### src/rtl/piso_pkg.sv
// piso_pkg: shared definitions for the framed PISO transmitter.
//   state_t        - transmitter FSM states
//   DEFAULT_N      - default data bits per frame
//   DEFAULT_IDLE_LEVEL - default idle/stop line level
//   count_width()  - bit-counter width for a given frame size
package piso_pkg;

  typedef enum logic [2:0] {
    IDLE,
    ARM,
    START,
    DATA,
    STOP
  } state_t;

  localparam int unsigned DEFAULT_N          = 4;
  localparam logic        DEFAULT_IDLE_LEVEL = 1'b1;

  // Wide enough to hold 0..N so the counter never wraps inside a frame.
  function automatic int unsigned count_width(input int unsigned n);
    return (n < 1) ? 1 : $clog2(n + 1);
  endfunction

endpackage

### src/rtl/piso_shift.sv
// piso_shift: N-bit load/shift register presenting the next bit to transmit.
//   clk, rst  - clock, asynchronous active-high reset (clears register)
//   load      - capture d (has priority over shift)
//   shift     - advance one bit toward the head
//   d         - parallel word
//   head      - bit currently at the head (q[0] LSB-first, q[N-1] MSB-first)
module piso_shift #(
  parameter int unsigned N         = 4,
  parameter bit          MSB_FIRST = 1'b0
) (
  input  logic         clk,
  input  logic         rst,
  input  logic         load,
  input  logic         shift,
  input  logic [N-1:0] d,
  output logic         head
);

  logic [N-1:0] q;
  logic [N-1:0] q_shifted;

  generate
    if (N == 1) begin : g_single
      always_comb q_shifted = '0;
    end else if (MSB_FIRST) begin : g_msb
      always_comb q_shifted = {q[N-2:0], 1'b0};
    end else begin : g_lsb
      always_comb q_shifted = {1'b0, q[N-1:1]};
    end
  endgenerate

  always_ff @(posedge clk or posedge rst) begin
    if (rst) begin
      q <= '0;
    end else if (load) begin
      q <= d;
    end else if (shift) begin
      q <= q_shifted;
    end
  end

  assign head = MSB_FIRST ? q[N-1] : q[0];

endmodule

### src/rtl/piso_frame_tx.sv
// piso_frame_tx: framed parallel-in/serial-out transmitter.
// Accepts an N-bit word over VALID/READY and sends start bit, N data bits
// and stop bit, one bit per CE tick.
//   CLK    - clock (rising edge)
//   RESET  - asynchronous active-high reset; aborts any frame in flight
//   I      - parallel word, sampled on the accept edge only
//   VALID  - upstream word available
//   READY  - high only while idle
//   CE     - bit-rate tick
//   O      - registered serial line
//   BUSY   - high whenever not idle
//   DONE   - one-cycle pulse after the stop bit completes
module piso_frame_tx
  import piso_pkg::*;
#(
  parameter int unsigned N          = DEFAULT_N,
  parameter bit          MSB_FIRST  = 1'b0,
  parameter logic        IDLE_LEVEL = DEFAULT_IDLE_LEVEL
) (
  input  logic         CLK,
  input  logic         RESET,
  input  logic [N-1:0] I,
  input  logic         VALID,
  output logic         READY,
  input  logic         CE,
  output logic         O,
  output logic         BUSY,
  output logic         DONE
);

  localparam int unsigned       CW   = count_width(N);
  localparam logic [CW-1:0]     LAST = CW'(N - 1);

  state_t          state, state_nxt;
  logic [CW-1:0]   count, count_nxt;
  logic            o_q, o_nxt;
  logic            done_q, done_nxt;
  logic            load, shift;
  logic            head;

  piso_shift #(
    .N         (N),
    .MSB_FIRST (MSB_FIRST)
  ) u_shift (
    .clk   (CLK),
    .rst   (RESET),
    .load  (load),
    .shift (shift),
    .d     (I),
    .head  (head)
  );

  always_ff @(posedge CLK or posedge RESET) begin
    if (RESET) begin
      state  <= IDLE;
      count  <= '0;
      o_q    <= IDLE_LEVEL;
      done_q <= 1'b0;
    end else begin
      state  <= state_nxt;
      count  <= count_nxt;
      o_q    <= o_nxt;
      done_q <= done_nxt;
    end
  end

  // Each data bit is driven from the register head while the register
  // advances on the same edge, so the head always holds the next bit due.
  always_comb begin
    state_nxt = state;
    count_nxt = count;
    o_nxt     = o_q;
    done_nxt  = 1'b0;
    load      = 1'b0;
    shift     = 1'b0;

    case (state)
      IDLE: begin
        o_nxt = IDLE_LEVEL;
        // CE is deliberately ignored here, including on the accept edge.
        if (VALID) begin
          load      = 1'b1;
          count_nxt = '0;
          state_nxt = ARM;
        end
      end
      ARM: begin
        if (CE) begin
          o_nxt     = ~IDLE_LEVEL;
          state_nxt = START;
        end
      end
      START: begin
        if (CE) begin
          o_nxt     = head;
          shift     = 1'b1;
          count_nxt = '0;
          state_nxt = DATA;
        end
      end
      DATA: begin
        if (CE) begin
          if (count == LAST) begin
            o_nxt     = IDLE_LEVEL;
            state_nxt = STOP;
          end else begin
            o_nxt     = head;
            shift     = 1'b1;
            count_nxt = count + 1'b1;
          end
        end
      end
      STOP: begin
        if (CE) begin
          done_nxt  = 1'b1;
          state_nxt = IDLE;
        end
      end
      default: begin
        o_nxt     = IDLE_LEVEL;
        state_nxt = IDLE;
      end
    endcase
  end

  assign O     = o_q;
  assign DONE  = done_q;
  assign READY = (state == IDLE);
  assign BUSY  = (state != IDLE);

endmodule

### config.mk
export PLATFORM = sky130hd
export DESIGN_NAME = piso_frame_tx
export DESIGN_NICKNAME = d
export VERILOG_FILES = /design/src/rtl/piso_pkg.sv /design/src/rtl/piso_shift.sv /design/src/rtl/piso_frame_tx.sv
export SDC_FILE = /design/constraint.sdc
export NUM_CORES = 1
export LEC_CHECK = 0
export CORE_MARGIN = 1.5
export CORE_UTILIZATION = 30
export DETAILED_ROUTE_END_ITERATION = 10
export PLACE_DENSITY = 0.54
export SYNTH_ARGS = -nofsm -noshare
export SYNTH_HDL_FRONTEND = slang
export SYNTH_SLANG_ARGS = --single-unit
export TNS_END_PERCENT = 30
### constraint.sdc
create_clock -name CLK -period 2.4 [get_ports CLK]
set_input_delay 0.36 -clock CLK [delete_from_list [all_inputs] [get_ports CLK]]
set_output_delay 0.36 -clock CLK [all_outputs]
set_load 0.005 [all_outputs]
==> results of run 1 <==
-- registers in the layout (all words and copies together), names as in the netlist --
signal / count
O: 1
u_shift.q: 4
state: 3
count: 3
DONE: 1
-- per-layer routing --
metal / routed length, microns / up-vias / share of wire
met2: 498 / 10 / 0.48
li1: - / 226 / -
met4: 0 / 0 / 0
met3: 61 / 0 / 0.059
met1: 476 / 205 / 0.46
met5: 0 / - / 0
-- logic make-up (layout without fill, tap and decap cells) --
family	after synthesis	in the layout	share of synthesized area
and+or+nand+nor	16	16	0.1405
AOI/OAI and AO/OA	9	9	0.1257
buffers and inverters	9	20	0.07948
muxes	10	10	0.1719
adders and majority gates	2	2	0.03696
DFF	12	12	0.4455
-- report_power, final --
part | leakage (nW) | internal (W) | switching (W)
clock network | 0.0210 | 0.0000922 | 0.0000660
registers | 0.153 | 0.000268 | 0.0000769
logic | 0.192 | 0.000164 | 0.000110
-- Yosys cell counts, types with 2 or more instances --
library cell,number,area [sq um]
sky130_fd_sc_hd__nand3b_1,2,15.01
sky130_fd_sc_hd__mux2_1,4,45.04
sky130_fd_sc_hd__inv_1,5,18.77
sky130_fd_sc_hd__buf_6,2,22.52
sky130_fd_sc_hd__mux2_2,5,56.30
sky130_fd_sc_hd__nor2_1,5,18.77
sky130_fd_sc_hd__ha_1,2,25.02
sky130_fd_sc_hd__nand2_1,4,15.01
sky130_fd_sc_hd__dfrtp_1,11,275.3
-- layout make-up --
cell class	instances	area [sq um]	share of cell area
multi-input cells	37	321.6	0.3906
flip-flops and latches	12	301.5	0.3663
repair buffers	11	110.1	0.1337
clock buffers	4	36.28	0.04407
well taps	28	35.03	0.04255
inverters	5	18.77	0.02280
-- cells in the final DEF (no fill, tap or decap), types with 2 or more instances in the layout --
master / synthesis / routed
sky130_fd_sc_hd__inv_1: 5 / 5
sky130_fd_sc_hd__mux2_1: 4 / 4
sky130_fd_sc_hd__nand3b_1: 2 / 2
sky130_fd_sc_hd__mux2_2: 5 / 5
sky130_fd_sc_hd__nor2_1: 5 / 5
sky130_fd_sc_hd__ha_1: 2 / 2
sky130_fd_sc_hd__nand2_1: 4 / 4
sky130_fd_sc_hd__dfrtp_1: 11 / 11
sky130_fd_sc_hd__clkdlybuf4s50_1: 0 / 11
sky130_fd_sc_hd__clkbuf_4: 0 / 3
-- stage by stage --
step           setup slack [ns]  cell area [sq um]  hold slack [ns]  utilization
4_1_cts                  0.4171              823.3           0.4040       0.3795
3_5_place_dp             0.3698              787.0           0.4803       0.3627
6_report                 0.4237              823.3           0.3817       0.3795
2_1_floorplan            0.7266              676.9           0.2240            -
5_1_grt                  0.3111              823.3           0.4356       0.3795
3_3_place_gp             0.4036              787.0           0.4767       0.3627
-- worst paths after layout --
check | from | endpoint | slack, ns
worst max-delay path | state[1] | READY | 0.42
worst min-delay path | RESET | u_shift.q[1] | 0.38
worst max register to register | state[1] | u_shift.q[0] | 0.59
worst min register to register | u_shift.q[1] | u_shift.q[1] | 0.50
max in group asynchronous | RESET | O | 1.69
min in group CLK | u_shift.q[1] | u_shift.q[1] | 0.50
-- worst max-delay path, delay by kind of cell (launching register included) --
family        cells  cell delay, ns
simple gates      1            0.28
flops             1            0.53
buf+inv           1            0.54
==> impl_results.rst, run 1 <==
.. list-table::
   :header-rows: 1

   * - Metric
     - Value
   * - Synthesized netlist cell count
     - 58
   * - Total power consumption of the routed design
     - approximately 0.0008 W
   * - Residual DRC count
     - 0
   * - Hold buffer count at cts
     - 0
   * - Row cnt
     - 17
   * - Register bit count reported by yosys
     - 12
   * - Leading register cell type out of synthesis
     - sky130_fd_sc_hd__dfrtp_1
   * - Fraction of final layout cells with drive strength greater than 1
     - 0.2029
   * - Highest cell delay on the worst timing path
     - roughly 0.54 ns
   * - Busiest metal layer after global routing
     - met2
   * - Inserted Clock Buffers
     - 3
   * - Final nets
     - 80
   * - Maximum number of pins on one net before global-route repair
     - 13
   * - Vias
     - 441
   * - Combined area of all synthesized cells
     - around 680 sq um
   * - Count of buffers from port buffering
     - 11
   * - Leakage component of the power
     - between 0.3 and 0.4 nW
   * - Final estimated routing congestion in global placement
     - 0.6799
   * - Clock-pin slew of the registers on the worst-case setup and hold paths
     - ~0.07 ns
   * - GRT met1 Usage
     - 0.1161
   * - Worst skew pair latency
     - 0.27 ns
   * - Count of placed standard cells in the final layout, fillers left out
     - 97
   * - Net Count, Synth
     - 68
   * - H-tree levels
     - 1
   * - Standard cell with the maximum stage delay on the critical path
     - sky130_fd_sc_hd__clkdlybuf4s50_1
   * - Detailed placement HPWL
     - roughly 810 microns
   * - Wirelength per Cell
     - approximately 11 microns
   * - Filler Cell Count
     - 229
   * - Count of flip-flops with a built-in enable after synthesis
     - 0
   * - Initial antenna violation count
     - 0
   * - Post-CTS Setup Inserts
     - 0
   * - CTS sink count
     - 12
   * - Unique cell type count in the Yosys netlist
     - 27
   * - Clock tree from TritonCTS
     - done
   * - Number of buffers on the longest clock path
     - 2
   * - Congestion Overflow GR
     - 0
   * - Share of flip-flops with an asynchronous set or reset after synthesis
     - 1.000
   * - CTS root buf
     - sky130_fd_sc_hd__clkbuf_4
   * - Ratio of final minimum period to clock period
     - 0.8235
   * - Maximum fanout along the worst path
     - 10
   * - Total count of hold-check failures in the final report
     - 0
   * - Final worst path period need
     - roughly 2 ns
   * - Initial core utilization
     - 0.3120
   * - Kind of end point of the critical path
     - output port
   * - Worst slew margin
     - 0.7073
   * - Ant. Diodes
     - 0
   * - Status
     - completed
   * - Measured slew at the worst slew-check pin
     - approximately 0.44 ns
   * - Global Route met3 Usage
     - 0.05357
   * - Data arrival time at the worst-slack endpoint
     - around 1.6 ns
   * - Mean number of vias per cell
     - around 4.5
   * - Depth of the most critical reg-to-reg path
     - 3
   * - Total of max-cap violations
     - 0
   * - Die footprint
     - 2550 sq um
   * - Antenna Nets Post-Route
     - 0
   * - RSZ-0062 raised after global routing
     - false
   * - First-pass GRT wire length
     - 1835 microns
   * - Final Skew
     - between 0.0005 and 0.0006 ns
   * - Core ar.
     - 2170 sq um
   * - Total instance count after detailed placement
     - 93
   * - Power per cell area
     - ~940 nW/um^2
   * - Post-cts repair resize count
     - 0
   * - Die span in x
     - ~51 microns
   * - Growth of design area from synthesis to finish
     - 21.63%
   * - Peak supply drop
     - 0.0004341 V
   * - Peak Freq
     - between 0.5 and 0.6 GHz
   * - # setup viols final
     - 0
   * - Number of iterations in the first detailed-routing pass
     - 2
   * - Tot GR Track Use
     - 0.09811
   * - Class of the worst hold path
     - input pin to async pin
   * - Number of synthesis warnings
     - 0
   * - Die extent in y
     - around 50 microns
   * - Fraction of met2 tracks used by global routing
     - 0.1535
   * - Critical path type
     - register to output port
   * - Cells traversed along the worst timing path
     - nor3_1 -> clkdlybuf4s50_1
   * - Sum of routed wire length over all layers
     - between 1000 and 1500 microns
   * - Fin Setup TNS
     - 0 ns
   * - Number of global-route vias before repair
     - around 400
   * - First-iteration detailed-routing DRC count
     - 4
   * - Portion of the post-synthesis area used by sequential elements
     - 0.4455
   * - Data required time at the worst endpoint
     - 2.04 ns
   * - Fin. max-slew vios
     - 0
   * - Post-synthesis area per instance
     - ~12 sq um
   * - I/O Pins
     - 12
   * - Category of the worst setup path launch point
     - register
No activity file was read; power rests on OpenSTA's default activity.
==> run 2: changes to the inputs <==
==> constraint.sdc (replaced) <==
create_clock -name CLK -period 1.9 [get_ports CLK]
set_input_delay 0.285 -clock CLK [delete_from_list [all_inputs] [get_ports CLK]]
set_output_delay 0.285 -clock CLK [all_outputs]
set_load 0.005 [all_outputs]
==> impl_results.rst, run 2 (synthesis gave the netlist of run 1 again) <==
.. list-table::
   :header-rows: 1

   * - Metric
     - Value
   * - Status
     - completed
   * - RSZ-0062 raised after global routing
     - false
   * - Maximum number of pins on one net before global-route repair
     - 13
   * - Post-cts repair resize count
     - 0
   * - Category of the worst setup path launch point
     - register
   * - Leakage component of the power
     - 0.3804 nW
   * - Fraction of final layout cells with drive strength greater than 1
     - 0.2639
   * - H-tree levels
     - 1
   * - First-pass GRT wire length
     - a little under 2000 microns
   * - Kind of end point of the critical path
     - output port
   * - Worst slew margin
     - 0.6957
   * - # setup viols final
     - 0
   * - Fin Setup TNS
     - 0 ns
   * - CTS sink count
     - 12
   * - Number of global-route vias before repair
     - between 400 and 500
   * - R2R Path Start
     - count[0]
   * - Largest reg by FF count
     - u_shift.q
   * - Count of buffers from port buffering
     - 11
   * - Wirelength per Cell
     - 10.82 microns
   * - Delay-heaviest family, CP
     - buffers and inverters
   * - Most used cells in the layout excluding fill and tap cells
     - sky130_fd_sc_hd__clkdlybuf4s50_1 (11), sky130_fd_sc_hd__dfrtp_1 (10), sky130_fd_sc_hd__inv_1 (5), sky130_fd_sc_hd__nor2_1 (5), sky130_fd_sc_hd__mux2_2 (5)
   * - Post-place instance area
     - roughly 800 sq um
   * - Count of placed standard cells in the final layout, fillers left out
     - 100
   * - Initial core utilization
     - 0.3120
   * - Depth of the most critical reg-to-reg path
     - 5
   * - Critical path type
     - register to output port
   * - Total of max-cap violations
     - 0
   * - Total count of hold-check failures in the final report
     - 0
   * - Measured slew at the worst slew-check pin
     - about 0.46 ns
   * - Flip-flop count of the largest register, all copies and words added
     - 4
   * - Standard cell with the maximum stage delay on the critical path
     - sky130_fd_sc_hd__clkdlybuf4s50_1
   * - Growth of design area from synthesis to finish
     - 25.88%
   * - Maximum fanout along the worst path
     - 10
   * - Congestion Overflow GR
     - 0
   * - Final cell area excluding filler cells
     - 852.1 sq um
   * - Antenna Nets Post-Route
     - 0
   * - Data required time at the worst endpoint
     - approximately 1.6 ns
   * - Die extent in y
     - 50.50 microns
   * - Inserted Clock Buffers
     - 3
   * - Number of iterations in the first detailed-routing pass
     - 2
   * - Final Skew
     - between 0.004 and 0.005 ns
   * - Power per cell area
     - between 1000 and 1500 nW/um^2
   * - Peak Freq
     - around 0.57 GHz
   * - Most common library cell in the layout ignoring fill and taps
     - sky130_fd_sc_hd__clkdlybuf4s50_1
   * - Initial antenna violation count
     - 0
   * - Number of buffers on the longest clock path
     - 2
   * - Final nets
     - 83
   * - Peak supply drop
     - between 0.0006 and 0.0007 V
   * - Cells traversed along the worst timing path
     - nor3_2 -> clkdlybuf4s50_1
   * - Mean number of vias per cell
     - around 4.6
   * - First-iteration detailed-routing DRC count
     - 2
   * - Residual DRC count
     - 0
   * - Row cnt
     - 17
   * - Hold buffer count at cts
     - 0
   * - Detailed placement HPWL
     - about 840 microns
   * - Highest cell delay on the worst timing path
     - roughly 0.52 ns
   * - Vias
     - 459
   * - Core ar.
     - about 2200 sq um
   * - Critical R2R Capture
     - count[0]
   * - Clock-pin slew of the registers on the worst-case setup and hold paths
     - ~0.08 ns
   * - Top Registers
     - u_shift.q: 4 flops, count: 3 flops, state: 3 flops
   * - Worst setup slack for register-to-register paths
     - about 0.22 ns
   * - Final worst path period need
     - about 1.8 ns
   * - Tot GR Track Use
     - 0.1058
   * - Final estimated routing congestion in global placement
     - approximately 0.77
   * - Ratio of final minimum period to clock period
     - 0.9259
   * - Die footprint
     - approximately 2600 sq um
   * - Class of the worst hold path
     - input pin to async pin
   * - Worst skew pair latency
     - about 0.27 ns
   * - Critical path buffer and inverter count
     - 1
   * - Post-CTS Setup Inserts
     - 0
   * - CTS root buf
     - sky130_fd_sc_hd__clkbuf_4
   * - Total instance count after detailed placement
     - 96
   * - I/O Pins
     - 12
   * - Fin. max-slew vios
     - 0
   * - Levels on crit path
     - 2
   * - Ant. Diodes
     - 0
   * - Data arrival time at the worst-slack endpoint
     - between 1 and 1.5 ns
   * - Clock tree from TritonCTS
     - done
   * - Sum of routed wire length over all layers
     - 1082 microns
   * - Die span in x
     - between 50 and 60 microns
==> run 2: cell count changes in the layout (fill, tap and decap cells not counted), sizes merged <==
cell and change:
buf +3
==> run 2: worst max-delay path by stage <==
stage                         endpoint     start  slack, ns
after floorplan           u_shift.q[0]  state[1]       0.23
after global placement    u_shift.q[0]     VALID       0.06
after detailed placement  u_shift.q[0]     VALID       0.03
after CTS                        READY  state[0]       0.02
after global routing             READY  state[2]       0.03
final                            READY  state[2]       0.14
==> run 2: power breakdown <==
part / internal, W / switching (W)
logic: 0.000224 / 0.000161
registers: 0.000341 / 0.0000803
clock network: 0.000117 / 0.0000840
total: 0.000682 / 0.000325
==> run 2: per-stage QoR <==
stage / utilization / setup slack [ns] / total power, W / hold slack [ns]
5_1_grt: 0.3927 / 0.03018 / 0.001100 / 0.3730
3_3_place_gp: 0.3731 / 0.06088 / 0.0008050 / 0.4858
6_report: 0.3927 / 0.1408 / 0.001007 / 0.3099
4_1_cts: 0.3899 / 0.02224 / 0.001021 / 0.3194
3_5_place_dp: 0.3731 / 0.03294 / 0.0008137 / 0.4939
2_1_floorplan: - / 0.2266 / 0.0007255 / 0.1490
==> run 2: final cells by class <==
type	instances	area, sq um
multi-input cells	37	326.6
fillers	226	1318
inverters	5	18.77
repair buffers	14	132.6
well taps	28	35.03
flip-flops and latches	12	302.8
clock buffers	4	36.28
==> run 2: metal layers <==
metal | vias to the layer above | global-route usage | wire, microns
li1 | 230 | - | -
met1 | 216 | 0.1184 | 462
met2 | 11 | 0.1711 | 554
met3 | 2 | 0.05357 | 50
met4 | 0 | 0.04054 | 14
met5 | - | 0 | 0
==> run 3: changes to the inputs <==
--- a/config.mk
+++ b/config.mk
@@ -6,9 +6,10 @@
 export NUM_CORES = 1
 export LEC_CHECK = 0
 export CORE_MARGIN = 1.5
-export CORE_UTILIZATION = 30
+export CORE_UTILIZATION = 25
 export DETAILED_ROUTE_END_ITERATION = 10
-export PLACE_DENSITY = 0.54
+export PLACE_DENSITY = 0.48
+export REMOVE_ABC_BUFFERS = 1
 export SYNTH_ARGS = -nofsm -noshare
 export SYNTH_HDL_FRONTEND = slang
 export SYNTH_SLANG_ARGS = --single-unit
==> impl_results.rst, run 3 (synthesis gave the netlist of run 1 again) <==
.. list-table::
   :header-rows: 1

   * - Metric
     - Value
   * - Growth of design area from synthesis to finish
     - 26.25%
   * - Power per cell area
     - approximately 1200 nW/um^2
   * - Dpl ws
     - ~0.03 ns
   * - H-tree levels
     - 1
   * - Data arrival time at the worst-slack endpoint
     - about 1.5 ns
   * - RSZ-0062 raised after global routing
     - false
   * - Status
     - completed
   * - Ant. Diodes
     - 0
   * - Mean number of vias per cell
     - between 4 and 5
   * - Wirelength per Cell
     - between 10 and 15 microns
   * - Peak supply drop
     - 0.0004902 V
   * - Fin. max-slew vios
     - 0
   * - Top Registers
     - u_shift.q: 4 flops, count: 3 flops, state: 3 flops
   * - Total count of hold-check failures in the final report
     - 0
   * - Category of the worst setup path launch point
     - register
   * - Fin Setup TNS
     - 0 ns
   * - Measured slew at the worst slew-check pin
     - roughly 0.47 ns
   * - Final estimated routing congestion in global placement
     - approximately 0.72
   * - Row cnt
     - 18
   * - CTS sink count
     - 12
   * - Largest reg by FF count
     - u_shift.q
   * - Number of iterations in the first detailed-routing pass
     - 4
   * - Initial antenna violation count
     - 0
   * - Clock-pin slew of the registers on the worst-case setup and hold paths
     - 0.07 ns
   * - Kind of end point of the critical path
     - output port
   * - Residual DRC count
     - 0
   * - Peak Freq
     - 0.5669 GHz
   * - Clock tree from TritonCTS
     - done
   * - Final worst path period need
     - 1.764 ns
   * - Inserted Clock Buffers
     - 3
   * - Initial core utilization
     - 0.2684
   * - Total of max-cap violations
     - 0
   * - Sum of routed wire length over all layers
     - 1157 microns
   * - Fraction of final layout cells with drive strength greater than 1
     - 0.2639
   * - Congestion Overflow GR
     - 0
   * - Die extent in y
     - approximately 55 microns
   * - Number of global-route vias before repair
     - ~420
   * - Flip-flop count of the largest register, all copies and words added
     - 4
   * - # setup viols final
     - 0
   * - Most common library cell in the layout ignoring fill and taps
     - sky130_fd_sc_hd__clkdlybuf4s50_1
   * - Worst slew margin
     - 0.6832
   * - Core ar.
     - 2522 sq um
   * - First-pass GRT wire length
     - between 1500 and 2000 microns
   * - Antenna Nets Post-Route
     - 0
   * - Critical path type
     - register to output port
   * - Leakage component of the power
     - 0.3804 nW
   * - Maximum number of pins on one net before global-route repair
     - 13
   * - Worst skew pair latency
     - around 0.27 ns
   * - Ratio of final minimum period to clock period
     - 0.9285
   * - Number of buffers on the longest clock path
     - 2
   * - I/O Pins
     - 12
   * - Vias
     - 457
   * - Most used cells in the layout excluding fill and tap cells
     - sky130_fd_sc_hd__clkdlybuf4s50_1 (11), sky130_fd_sc_hd__dfrtp_1 (10), sky130_fd_sc_hd__inv_1 (5), sky130_fd_sc_hd__nor2_1 (5), sky130_fd_sc_hd__mux2_2 (5)
   * - Die footprint
     - 3029 sq um
   * - Hold slack
     - roughly 0.32 ns
   * - Hold buffer count at cts
     - 0
   * - Count of buffers from port buffering
     - 11
   * - Class of the worst hold path
     - input pin to async pin
   * - Die span in x
     - 55.04 microns
   * - First-iteration detailed-routing DRC count
     - 6
   * - Maximum fanout along the worst path
     - 10
   * - CTS root buf
     - sky130_fd_sc_hd__clkbuf_4
   * - Final Skew
     - about 0.00028 ns
   * - Data required time at the worst endpoint
     - 1.62 ns
   * - Tot GR Track Use
     - 0.09792
   * - Detailed placement HPWL
     - around 870 microns
   * - Final nets
     - between 80 and 90
   * - Crit path setup slack, layout
     - about 0.14 ns
-- run 3: cell counts in the layout (fill, tap and decap cells not counted) --
Identical to the previous run, type by type.
-- run 3: layout make-up --
cell class / instances / area [sq um]
Multi-Input combinational cell: 37 / 326.6
Inverter: 5 / 18.77
Fill cell: 273 / 1668
Sequential cell: 12 / 302.8
Tap cell: 30 / 37.54
Timing Repair Buffer: 14 / 132.6
Clock buffer: 4 / 36.28
-- run 3: metrics by stage --
stage / util / power, W / cells / cell area (sq um)
global route: 0.3388 / 0.001101 / 102 / 854.6
CTS: 0.3368 / 0.001029 / 102 / 849.6
finish: 0.3388 / 0.001014 / 102 / 854.6
floorplan: - / 0.0006804 / 54 / 641.9
detailed placement: 0.3219 / 0.0008141 / 98 / 812.0
global placement: 0.3219 / 0.0008048 / 98 / 812.0
-- run 3: layer usage --
layer | vias to the layer above | routed length (microns) | global-route usage
met2 | 12 | 486 | 0.1389
met3 | 2 | 69 | 0.05645
met4 | 0 | 12 | 0.03659
li1 | 228 | - | -
met1 | 215 | 590 | 0.1219
met5 | - | 0 | 0
-- run 3: worst paths after layout --
kind / startpoint / end / slack (ns) / depth (start not counted)
min in group CLK: u_shift.q[1] / u_shift.q[1] / 0.49 / 1
max in group asynchronous: RESET / state[0] / 1.23 / 2
hold / removal: RESET / u_shift.q[1] / 0.32 / 2
hold reg to reg: u_shift.q[1] / u_shift.q[1] / 0.49 / 1
setup / recovery: state[0] / READY / 0.14 / 2
setup reg to reg: count[0] / count[1] / 0.20 / 5
-- run 3: power breakdown --
group / switching [W] / total (W) / leakage [nW] / internal (W)
Sequential: 0.0000839 / 0.000425 / 0.152 / 0.000341
Combinational: 0.000163 / 0.000387 / 0.207 / 0.000224
Clock: 0.0000851 / 0.000202 / 0.0210 / 0.000116
Total: 0.000332 / 0.00101 / 0.380 / 0.000682
-- run 3: worst max-delay path, stage by stage, from the launching register on --
cell and delay [ns]:
sky130_fd_sc_hd__dfrtp_2 0.49, sky130_fd_sc_hd__nor3_2 0.19, sky130_fd_sc_hd__clkdlybuf4s50_1 0.52
-- run 3: what timing repair did --
action,4_1_cts,5_1_grt
endpoints found under the setup margin,1,2
gates cloned,0,0
buffers inserted,0,0
gates resized for setup,1,1
